<file path="src/rtl/seg7_scan_ctrl.sv">
// Eight-digit multiplexed seven-segment scan controller with a double-buffered
// host write port, inter-digit blanking and PWM dimming.
module seg7_scan_ctrl #(
    parameter int DIGIT_CYCLES = 20,
    parameter int BLANK_CYCLES = 4
) (
    input  logic        clk,
    input  logic        resetn,
    input  logic        wr_valid,
    output logic        wr_ready,
    input  logic [31:0] wr_data,
    input  logic [7:0]  wr_mask,
    input  logic [3:0]  wr_bright,
    output logic [7:0]  an,
    output logic [6:0]  seg,
    output logic        frame_done
);

    localparam int CW = (DIGIT_CYCLES > 1) ? $clog2(DIGIT_CYCLES) : 1;
    localparam logic [CW-1:0] CNT_LAST   = CW'(DIGIT_CYCLES - 1);
    localparam logic [CW-1:0] BLANK_LAST = CW'(BLANK_CYCLES - 1);

    typedef enum logic {BLANK, DRIVE} state_t;

    state_t        state;
    logic [CW-1:0] cnt;
    logic [2:0]    idx;
    logic [3:0]    pwm_cnt;

    logic          pend_valid;
    logic [31:0]   pend_data;
    logic [7:0]    pend_mask;
    logic [3:0]    pend_bright;

    logic [31:0]   sh_data;
    logic [7:0]    sh_mask;
    logic [3:0]    sh_bright;

    logic [3:0]    nibble;
    logic          lit;
    logic          boundary;

    function automatic logic [6:0] hex_decode(input logic [3:0] v);
        case (v)
            4'h0: hex_decode = 7'b1000000;
            4'h1: hex_decode = 7'b1111001;
            4'h2: hex_decode = 7'b0100100;
            4'h3: hex_decode = 7'b0110000;
            4'h4: hex_decode = 7'b0011001;
            4'h5: hex_decode = 7'b0010010;
            4'h6: hex_decode = 7'b0000010;
            4'h7: hex_decode = 7'b1111000;
            4'h8: hex_decode = 7'b0000000;
            4'h9: hex_decode = 7'b0010000;
            4'hA: hex_decode = 7'b0001000;
            4'hB: hex_decode = 7'b0000011;
            4'hC: hex_decode = 7'b1000110;
            4'hD: hex_decode = 7'b0100001;
            4'hE: hex_decode = 7'b0000110;
            default: hex_decode = 7'b0001110;
        endcase
    endfunction

    assign wr_ready   = ~pend_valid;
    assign boundary   = (state == DRIVE) && (idx == 3'd7) && (cnt == CNT_LAST);
    assign frame_done = boundary;

    always_comb begin
        nibble = sh_data[{idx, 2'b00} +: 4];
        lit    = sh_mask[idx] && (pwm_cnt < sh_bright);
    end

    always_ff @(posedge clk) begin
        if (!resetn) begin
            state       <= BLANK;
            cnt         <= '0;
            idx         <= 3'd0;
            pwm_cnt     <= 4'd0;
            pend_valid  <= 1'b0;
            pend_data   <= 32'd0;
            pend_mask   <= 8'd0;
            pend_bright <= 4'd0;
            sh_data     <= 32'd0;
            sh_mask     <= 8'd0;
            sh_bright   <= 4'd0;
            an          <= 8'hFF;
            seg         <= 7'h7F;
        end else begin
            pwm_cnt <= pwm_cnt + 4'd1;

            case (state)
                BLANK: begin
                    an  <= 8'hFF;
                    seg <= 7'h7F;
                    cnt <= cnt + 1'b1;
                    if (cnt == BLANK_LAST)
                        state <= DRIVE;
                end
                DRIVE: begin
                    an  <= lit ? ~(8'b1 << idx) : 8'hFF;
                    seg <= hex_decode(nibble);
                    if (cnt == CNT_LAST) begin
                        cnt   <= '0;
                        state <= BLANK;
                        idx   <= idx + 3'd1;
                    end else begin
                        cnt <= cnt + 1'b1;
                    end
                end
                default: state <= BLANK;
            endcase

            // Commit and accept never coincide: a transfer needs pend_valid low.
            if (boundary && pend_valid) begin
                sh_data    <= pend_data;
                sh_mask    <= pend_mask;
                sh_bright  <= pend_bright;
                pend_valid <= 1'b0;
            end else if (wr_valid && !pend_valid) begin
                pend_data   <= wr_data;
                pend_mask   <= wr_mask;
                pend_bright <= wr_bright;
                pend_valid  <= 1'b1;
            end
        end
    end

endmodule
</file>
<file path="config.mk">
export PLATFORM = sky130hd
export DESIGN_NAME = seg7_scan_ctrl
export DESIGN_NICKNAME = d
export VERILOG_FILES = /design/src/rtl/seg7_scan_ctrl.sv
export SDC_FILE = /design/constraint.sdc
export NUM_CORES = 1
export LEC_CHECK = 0
export CAP_MARGIN = 20
export CORE_ASPECT_RATIO = 0.7
export CORE_MARGIN = 5
export CORE_UTILIZATION = 48
export CTS_BUF_LIST = sky130_fd_sc_hd__clkbuf_8
export CTS_CLUSTER_DIAMETER = 50
export DETAILED_ROUTE_END_ITERATION = 10
export GPL_ROUTABILITY_DRIVEN = 0
export PLACE_DENSITY = 0.69
export SETUP_SLACK_MARGIN = 0.1
export SKIP_CTS_REPAIR_TIMING = 1
export SYNTH_ARGS = -nofsm -noshare
export SYNTH_HDL_FRONTEND = slang
export SYNTH_SLANG_ARGS = --single-unit
</file>
<file path="constraint.sdc">
create_clock -name clk -period 5.14 [get_ports clk]
set_input_delay 1.285 -clock clk [delete_from_list [all_inputs] [get_ports clk]]
set_output_delay 1.285 -clock clk [all_outputs]
set_load 0.005 [all_outputs]
</file>
==> metrics, run 1 <==
post-synth top area cell dfxtp_1; most frequent cell after synthesis nand2_1; Pre-antenna DRT Iters 4; chip height around 95 um; first-pass GRT wire length approximately 17000 um; Cell Area, Placed 0.00562 mm2; grt total ovfl 0; power density over cell area around 320 mW/mm2; Commonest cells post-synth nand2_1 (192), dfxtp_1 (117), a21boi_0 (50), a21boi_1 (39), clkbuf_1 (23); initial drt markers ~230; ANT nets after route 0; Reg clk slew, reported paths around 0.07 ns; Synth cell types 45; antenna violations before repair 0; type of the tightest min-delay check reg -> reg; asr flop ratio synth 0; largest net degree at the start of global routing between 100 and 150; RSZ-0062 raised after global routing false; Reg area 0.00234 mm2; Layout Nets around 670; final instance area around 0.0060 mm2; final setup vio count 0; Tot Pwr 1.96 mW; post-synthesis cell count approximately 550; Post-Syn Nets between 600 and 700; status completed; Buf+Inv Stages, Crit Path 1; Synth Warn # 0; crit end category output pin; part of the Yosys area used for sequential elements 0.471; depth of the CTS H-tree 4; WL per Instance 13.5 um; crit path DAT 2.51 ns; # DRC 0; WL final a little over 10000 um; Sink Count 117; ys flop type dfxtp_1; worst-margin pin slew 0.869 ns; initial core utilization 0.486; Port Buf Inserts 63; Synth top area share 0.471; Root Buffer clkbuf_8; CP cell instances ha_1 > ha_1 > and2_1 > clkdlybuf4s50_1; slew margin rel. 0.419; Startpoint Class register; mapped cell area about 0.005 mm2; VDD IR-drop max between 0.15 and 0.2 mV; CTS tree done; area of the multi-input gates 0.00241 mm2; Mapped Avg Cell Area about 9.0 um2; Num CTS Buffers 17; setup TNS 0 ns; via count approximately 3800; Cell Rows 31; layout cells sized above 1 0.0875; clk_skew ~0.008 ns; aggregate global-route resource usage 0.170; period utilization 0.738; die width 132 um; dpl hpwl 6860 um; Worst path max stage delay between 0.8 and 0.9 ns; Slew Limit Fails 0; synth-to-layout area growth 21.5%; Period minus WS final ~3.8 ns; kind of critical path reg -> out; Die Area between 0.01 and 0.015 mm2; via-per-instance ratio about 5.1; Max-Cap Viols 0; delay-heaviest family, CP flip-flops; Seq cells post-synth 117; Clk Latency, worst-skew pair 0.43 ns; I/O pin total 64; Core Area 0.0102 mm2; final hold violation count 0; top area cells in the synthesized netlist dfxtp_1 (47%), nand2_1 (14%), a21boi_0 (7.5%); EDFF count, synth 0; Critical Path Fanout Max 19; f_max between 200 and 300 MHz; diode count 0; Fill cells around 910; Clock Path Buffers 2; Worst path slowest cell dfxtp_1; Top cell by count, worst path ha_1; P_leak ~2.2 nW; fin util 0.591; worst hold slack roughly 0.45 ns; vias in the first global route approximately 3700; Critical Path RT between 3 and 4 ns
cell type report:
class / count / area share
sequential: 117 / 0.387
timing repair buffer: 68 / 0.110
multi-input combinational: 391 / 0.398
clock buffer: 18 / 0.0410
tap: 132 / 0.0273
inverter: 10 / 0.00621
clock inverter: 13 / 0.0302
power breakdown:
| group | internal, mW | leakage (nW) | switching [mW] |
|---|---|---|---|
| Clock | 0.536 | 0.207 | 0.371 |
| Sequential | 0.933 | 0.951 | 0.0152 |
| Combinational | 0.0632 | 1.06 | 0.0472 |
| Total | 1.53 | 2.21 | 0.433 |
state kept, by name (all words and copies together), names as in the netlist, named ones only:
name	flops
pend_mask	8
pend_bright	4
idx	3
seg	7
sh_bright	4
sh_mask	8
pend_valid	1
sh_data	32
an	8
pend_data	32
cnt	5
pwm_cnt	4
path summary, 6_finish.rpt:
path                                    to  cells past startpoint  slack, ns   start
worst max-delay path            frame_done                      4       1.35  idx[0]
worst min register to register      cnt[0]                      1       0.45  cnt[0]
worst max register to register      seg[3]                      7       2.06  idx[0]
worst min-delay path                cnt[0]                      1       0.45  cnt[0]
metal layers:
| layer | up-vias | wire length, um | GRT usage |
|---|---|---|---|
| met5 | - | 0 | 0 |
| met4 | 0 | 133 | 0.0651 |
| li1 | 1945 | - | - |
| met2 | 74 | 4420 | 0.264 |
| met1 | 1763 | 5090 | 0.226 |
| met3 | 13 | 467 | 0.0517 |
cell usage in the layout (no fill, tap or decap), types with 3 or more instances in the layout:
cell type	Yosys	final
xnor2_1	3	3
a21oi_1	4	4
nand3_1	4	4
o21ai_0	4	4
a211oi_1	3	3
dfxtp_1	117	117
nor2b_1	6	5
nand2_1	192	192
ha_1	16	16
bufinv_16	0	4
mux4_2	6	6
a21boi_0	50	50
a21boi_1	39	39
clkbuf_8	0	18
o211ai_1	5	5
mux2i_1	10	10
nor2_1	7	7
clkinvlp_4	0	4
clkdlybuf4s50_1	0	62
buf_4	8	5
inv_1	9	9
clkinv_2	0	3
a2111oi_2	3	3
and2_1	8	8
through the flow:
| stage | setup WS, ns | std cells |
|---|---|---|
| after detailed placement | 1.76 | 718 |
| after CTS | 1.28 | 749 |
| after global routing | 1.15 | 749 |
| after global placement | 1.85 | 718 |
| final | 1.35 | 749 |
| after floorplan | 2.66 | 554 |
kinds of logic after synthesis:
family	Yosys count	synth area share
multiplexers	19	0.0563
flip-flops	117	0.471
buffers and inverters	46	0.0458
adder cells (fa/ha/maj)	16	0.0402
AO/OA/AOI/OAI	123	0.191
XOR/XNOR	5	0.00880
AND/OR/NAND/NOR	228	0.187
worst reg2reg max path, stage by stage, from the launching register on:
cell       delay, ns
dfxtp_1         0.88
mux4_2          0.61
mux2i_1         0.52
inv_1           0.14
ha_1            0.24
a21boi_0        0.15
a2111oi_2       0.31
a31oi_1         0.08
Power figures use the tool's default switching activity.
==> inputs of run 2 (changes only) <==
--- a/config.mk
+++ b/config.mk
@@ -13,7 +13,7 @@
 export CTS_CLUSTER_DIAMETER = 50
 export DETAILED_ROUTE_END_ITERATION = 10
 export GPL_ROUTABILITY_DRIVEN = 0
-export PLACE_DENSITY = 0.69
+export PLACE_DENSITY = 0.72
 export SETUP_SLACK_MARGIN = 0.1
 export SKIP_CTS_REPAIR_TIMING = 1
 export SYNTH_ARGS = -nofsm -noshare
==> constraint.sdc (replaced) <==
create_clock -name clk -period 3.2 [get_ports clk]
set_input_delay 0.8 -clock clk [delete_from_list [all_inputs] [get_ports clk]]
set_output_delay 0.8 -clock clk [all_outputs]
set_load 0.005 [all_outputs]
==> run 2 against run 1 <==
Compared with the run above:
- clock power grew 50%
- register-to-register slack got worse by 1.4 ns
- final area up 0.68%
- sequential power is 60% higher
- wire length rose by 1.1%
- first-iteration DRC count grew 39%
- power is 56% higher
- cell count up 0.93%
- die area is the same
- clock skew rose by 0.0048 ns
- core utilization is 0.40 points higher
- global-route usage about the same
- highest routed layer unchanged
==> metrics, run 2 (synthesis gave the netlist of run 1 again) <==
setup TNS 0 ns (unchanged); Hold EP cnt[0]; Sink Count 117 (unchanged); Reg-to-Reg Start idx[1]; Worst path slowest cell clkdlybuf4s50_1; I/O pin total 64 (unchanged); final instance area 0.00609 mm2 (+0.68%); Core Area 0.0102 mm2 (unchanged); ANT nets after route 0 (unchanged); crit end category output pin; Clk Latency, worst-skew pair 0.43 ns (about the same); Startpoint Class register; CP cell instances ha_2 > nor3b_4 > and3_4 > and2_1 > clkdlybuf4s50_1; via count 3868 (+1.9%); pre-CTS WS 0.464 ns (-1.30 ns); final hold violation count 0 (unchanged); Cell Area, Placed 0.00565 mm2 (+0.62%); grt total ovfl 0 (unchanged); Critical Path RT 2.40 ns (-1.46 ns); RSZ-0062 raised after global routing false; depth of the CTS H-tree 4 (unchanged); status completed; largest net degree at the start of global routing 102 (unchanged); first-pass GRT wire length 17500 um (+1.4%); min-delay src cnt[0]; WL final 10200 um (+1.1%); Layout Nets 675 (+1.0%); Reg clk slew, reported paths 0.07 ns (about the same); Port Buf Inserts 63 (unchanged); kind of critical path reg -> out; Hold Crit Depth 1 (unchanged); period utilization 0.921; type of the tightest min-delay check reg -> reg; chip height 95.2 um (unchanged); die width 132 um (unchanged); initial drt markers 315 (+39%); via-per-instance ratio 5.12 (+0.98%); f_max around 340 MHz; layout cells sized above 1 0.0994 (+0.0118); Slew Limit Fails 0 (unchanged); Worst path max stage delay 0.51 ns (-0.37 ns); antenna violations before repair 0 (unchanged); dpl hpwl 7150 um (+4.2%); Max-Cap Viols 0 (unchanged); worst hold slack 0.452 ns (+0.00649 ns); final setup vio count 0 (unchanged); synth-to-layout area growth 22.4%; number of cells on the worst reg-to-reg path 7 (unchanged); Pre-antenna DRT Iters 4 (unchanged); crit path DAT 2.15 ns (-0.36 ns); r2r setup slk 0.63 ns (-1.43 ns); Critical Path Fanout Max 5 (-14); most common cell after layout, fill and taps aside nand2_1; clk_skew 0.0128 ns (+0.00481 ns); Critical R2R Capture seg[3]; P_leak 2.25 nW (+1.7%); Cell Rows 31 (unchanged); # DRC 0 (unchanged); vias in the first global route 3761 (+2.5%); Tot Pwr 3.06 mW (+56%); final setup margin 0.252 ns (-1.10 ns); diode count 0 (unchanged); VDD IR-drop max 0.269 mV (+59%); power density over cell area 503 mW/mm2 (+55%); Clock Path Buffers 2 (unchanged); Root Buffer clkbuf_8; Die Area 0.0125 mm2 (unchanged); Largest regs pend_data: 32 flops, sh_data: 32 flops; initial core utilization 0.486 (unchanged); aggregate global-route resource usage 0.171 (+0.000285); Period minus WS final slightly below 3 ns; slew margin rel. 0.476 (+0.0564); Num CTS Buffers 17 (unchanged); WL per Instance 13.5 um (+0.15%); most frequent cells in the layout nand2_1 (192), dfxtp_1 (116), clkdlybuf4s50_1 (62); CTS tree done; Fill cells 934 (+2.8%); worst-margin pin slew 0.786 ns (-0.0822 ns)
## run 2: metrics by stage
stage	util	instances
4_1_cts	0.591	753
3_3_place_gp	0.552	722
5_1_grt	0.595	756
2_1_floorplan	-	554
3_5_place_dp	0.552	722
6_report	0.595	756
## run 2: worst max-delay path by stage
stage                 from          to  slack [ns]  depth (start not counted)
global route        cnt[0]  frame_done        0.12                          5
global placement    cnt[0]  frame_done        0.58                          5
CTS                 idx[0]  frame_done        0.02                          4
detailed placement  idx[0]      seg[3]        0.46                          6
floorplan           idx[0]      seg[3]        0.94                          8
finish              cnt[0]  frame_done        0.25                          5
## run 2: worst max-delay path: cells and delay by family (launching register included)
family	cells	cell delay (ns)
DFF	1	0.36
adders and majority gates	1	0.23
and+or+nand+nor	3	0.63
buffers and inverters	1	0.51
## run 2: area by class of cell
cell class	instances	area, um2	share of cell area
multi-input combinational	391	2430	0.399
clock inverter	12	138	0.0226
inverter	10	37.5	0.00617
clock buffer	19	262	0.0430
sequential	117	2340	0.385
timing repair buffer	75	716	0.118
tap	132	165	0.0271
## run 2: where the power goes
group	total, mW	internal [mW]	leakage [nW]	switching [mW]
sequential	1.52	1.50	0.952	0.0256
combinational	0.178	0.103	1.09	0.0754
clock	1.36	0.794	0.210	0.564
## run 2: per-layer routing
metal,global-route usage,up-vias,share of wire
met5,0,-,0
met4,0.0514,0,0.014
met3,0.0559,14,0.045
met2,0.272,87,0.46
met1,0.223,1814,0.48
li1,-,1953,-
==> inputs of run 3 (changes only) <==
--- a/config.mk
+++ b/config.mk
@@ -9,12 +9,11 @@
 export CORE_ASPECT_RATIO = 0.7
 export CORE_MARGIN = 5
 export CORE_UTILIZATION = 48
-export CTS_BUF_LIST = sky130_fd_sc_hd__clkbuf_8
+export CTS_BUF_LIST = sky130_fd_sc_hd__clkbuf_2 sky130_fd_sc_hd__clkbuf_4 sky130_fd_sc_hd__clkbuf_8
 export CTS_CLUSTER_DIAMETER = 50
 export DETAILED_ROUTE_END_ITERATION = 10
 export GPL_ROUTABILITY_DRIVEN = 0
 export PLACE_DENSITY = 0.72
-export SETUP_SLACK_MARGIN = 0.1
 export SKIP_CTS_REPAIR_TIMING = 1
 export SYNTH_ARGS = -nofsm -noshare
 export SYNTH_HDL_FRONTEND = slang
==> run 3 against run 2 <==
Compared with the run above:
- via count about the same
- flip-flop and latch count unchanged
- core utilization down 0.27 points
- sequential share of layout area up 0.17 points
- hold slack worse by 0.0042 ns
- clock skew down 0.00078 ns
- fmax down 4.4%
- clock power about the same
- highest routed layer unchanged
==> metrics, run 3 (synthesis gave the netlist of run 1 again) <==
Clock Path Buffers 2 (unchanged); Startpoint Class register; # DRC 0 (unchanged); Max-Cap Viols 0 (unchanged); Critical Path Fanout Max 8 (+3); Reg area 0.00234 mm2 (unchanged); crit path DAT 2.28 ns (+0.13 ns); Port Buf Inserts 63 (unchanged); grt total ovfl 0 (unchanged); diode count 0 (unchanged); vias in the first global route 3774 (+0.35%); Die Area 0.0125 mm2 (unchanged); Cell Rows 31 (unchanged); type of the tightest min-delay check reg -> reg; most common cell after layout, fill and taps aside nand2_1; r2r setup slk 0.64 ns (about the same); initial core utilization 0.486 (unchanged); Finished Layout Cells 753 (-0.40%); Reg-to-Reg Start idx[1]; status completed; Largest regs pend_data: 32 flops, sh_data: 32 flops; Root Buffer clkbuf_8; kind of critical path reg -> out; Pre-antenna DRT Iters 4 (unchanged); area of the multi-input gates 0.00241 mm2 (-0.52%); Layout Nets 672 (-0.44%); depth of the CTS H-tree 4 (unchanged); period utilization 0.964 (+0.0423); Reg power frac 0.495 (-0.003); metal3 WL 548 um (+20%); largest net degree at the start of global routing 102 (unchanged); highest metal used met4; Hold Crit Depth 1 (unchanged); sw power 0.663 mW (-0.33%); Clk Latency, worst-skew pair 0.43 ns (about the same); CTS tree done; Hold EP cnt[0]; antenna violations before repair 0 (unchanged); setup TNS 0 ns (unchanged); chip height 95.2 um (unchanged); Fill cells 942 (+0.86%); met2 routed WL 4680 um (-1.6%); Comb pwr share 0.058 (about the same); clk_skew 0.0120 ns (-0.000782 ns); Sink Count 117 (unchanged); Critical Path RT 2.40 ns (about the same); WL per Instance 13.6 um (+0.69%); layout cells sized above 1 0.0966 (-0.00274); Worst Setup SP cnt[0]; synth-to-layout area growth 21.8%; slew margin rel. 0.462 (-0.0141); most frequent cells in the layout nand2_1 (192), dfxtp_1 (116), clkdlybuf4s50_1 (62); Num CTS Buffers 17 (unchanged); first-pass GRT wire length 17500 um (-0.16%); Core Area 0.0102 mm2 (unchanged); min-delay src cnt[0]; initial drt markers 289 (-8.3%); I/O pin total 64 (unchanged); final hold violation count 0 (unchanged); Post-Route M1 WL 4880 um (about the same); dpl hpwl 7150 um (unchanged); WL final 10300 um (+0.29%); ANT nets after route 0 (unchanged); RSZ-0062 raised after global routing false; Clock Power Share 0.448 (+0.004); Internal Power 2.42 mW (+0.95%); P_leak 2.24 nW (-0.53%); power density over cell area 508 mW/mm2 (+1.1%); via count 3867 (-0.026%); die width 132 um (unchanged); final setup vio count 0 (unchanged); VDD IR-drop max 0.270 mV (+0.30%); number of cells on the worst reg-to-reg path 7 (unchanged); Slew Limit Fails 0 (unchanged); f_max 324 MHz (-4.4%); switching fraction of total power 0.215 (-0.00216); aggregate global-route resource usage 0.170 (-0.000229); crit end category output pin; Reg clk slew, reported paths 0.07 ns (about the same); via-per-instance ratio 5.14 (+0.37%); Period minus WS final 3.08 ns (+0.135 ns); worst-margin pin slew 0.808 ns (+0.0211 ns); Cells after DPL 722 (unchanged); Critical R2R Capture seg[3]
[run 3: worst max-delay path by stage]
stage	end	slack (ns)	cells after the start
finish	frame_done	0.12	5
global route	frame_done	0.0007	5
CTS	frame_done	0.02	4
detailed placement	seg[3]	0.46	6
global placement	frame_done	0.58	5
floorplan	seg[3]	0.94	8
[run 3: through the flow]
step	worst slack, ns	cell area [um2]	util	hold WS [ns]	power, mW
2_1_floorplan	0.939	4980	-	0.418	1.64
3_3_place_gp	0.585	5650	0.552	0.431	1.73
3_5_place_dp	0.464	5650	0.552	0.443	1.74
4_1_cts	0.0227	6060	0.592	0.453	3.11
5_1_grt	0.000654	6060	0.592	0.477	3.21
6_report	0.116	6060	0.592	0.448	3.08
[run 3: per-layer routing]
| metal | vias up | GRT usage |
|---|---|---|
| li1 | 1947 | - |
| met1 | 1807 | 0.222 |
| met2 | 99 | 0.272 |
| met3 | 14 | 0.0559 |
| met4 | 0 | 0.0522 |
| met5 | - | 0 |
[run 3: area by class of cell]
type                    instances  share of cell area
flip-flops and latches        117               0.387
multi-input cells             391               0.398
clock buffers                  21              0.0456
well taps                     132              0.0273
inverters                      10             0.00619
clock inverters                10              0.0215
repair buffers                 72               0.114
[run 3: power by group through the flow]
stage               Combinational (mW)  Sequential, mW  Clock, mW
floorplan                       0.0957            1.55          0
global placement                 0.175            1.55          0
detailed placement               0.181            1.56          0
CTS                              0.182            1.52       1.41
global route                     0.202            1.53       1.48
finish                           0.178            1.52       1.38
[run 3: critical path: stages, from the launching register on]
cell and delay [ns]:
dfxtp_1 0.35, ha_1 0.25, nor3b_2 0.25, and3_2 0.30, and2_1 0.19, clkdlybuf4s50_1 0.51
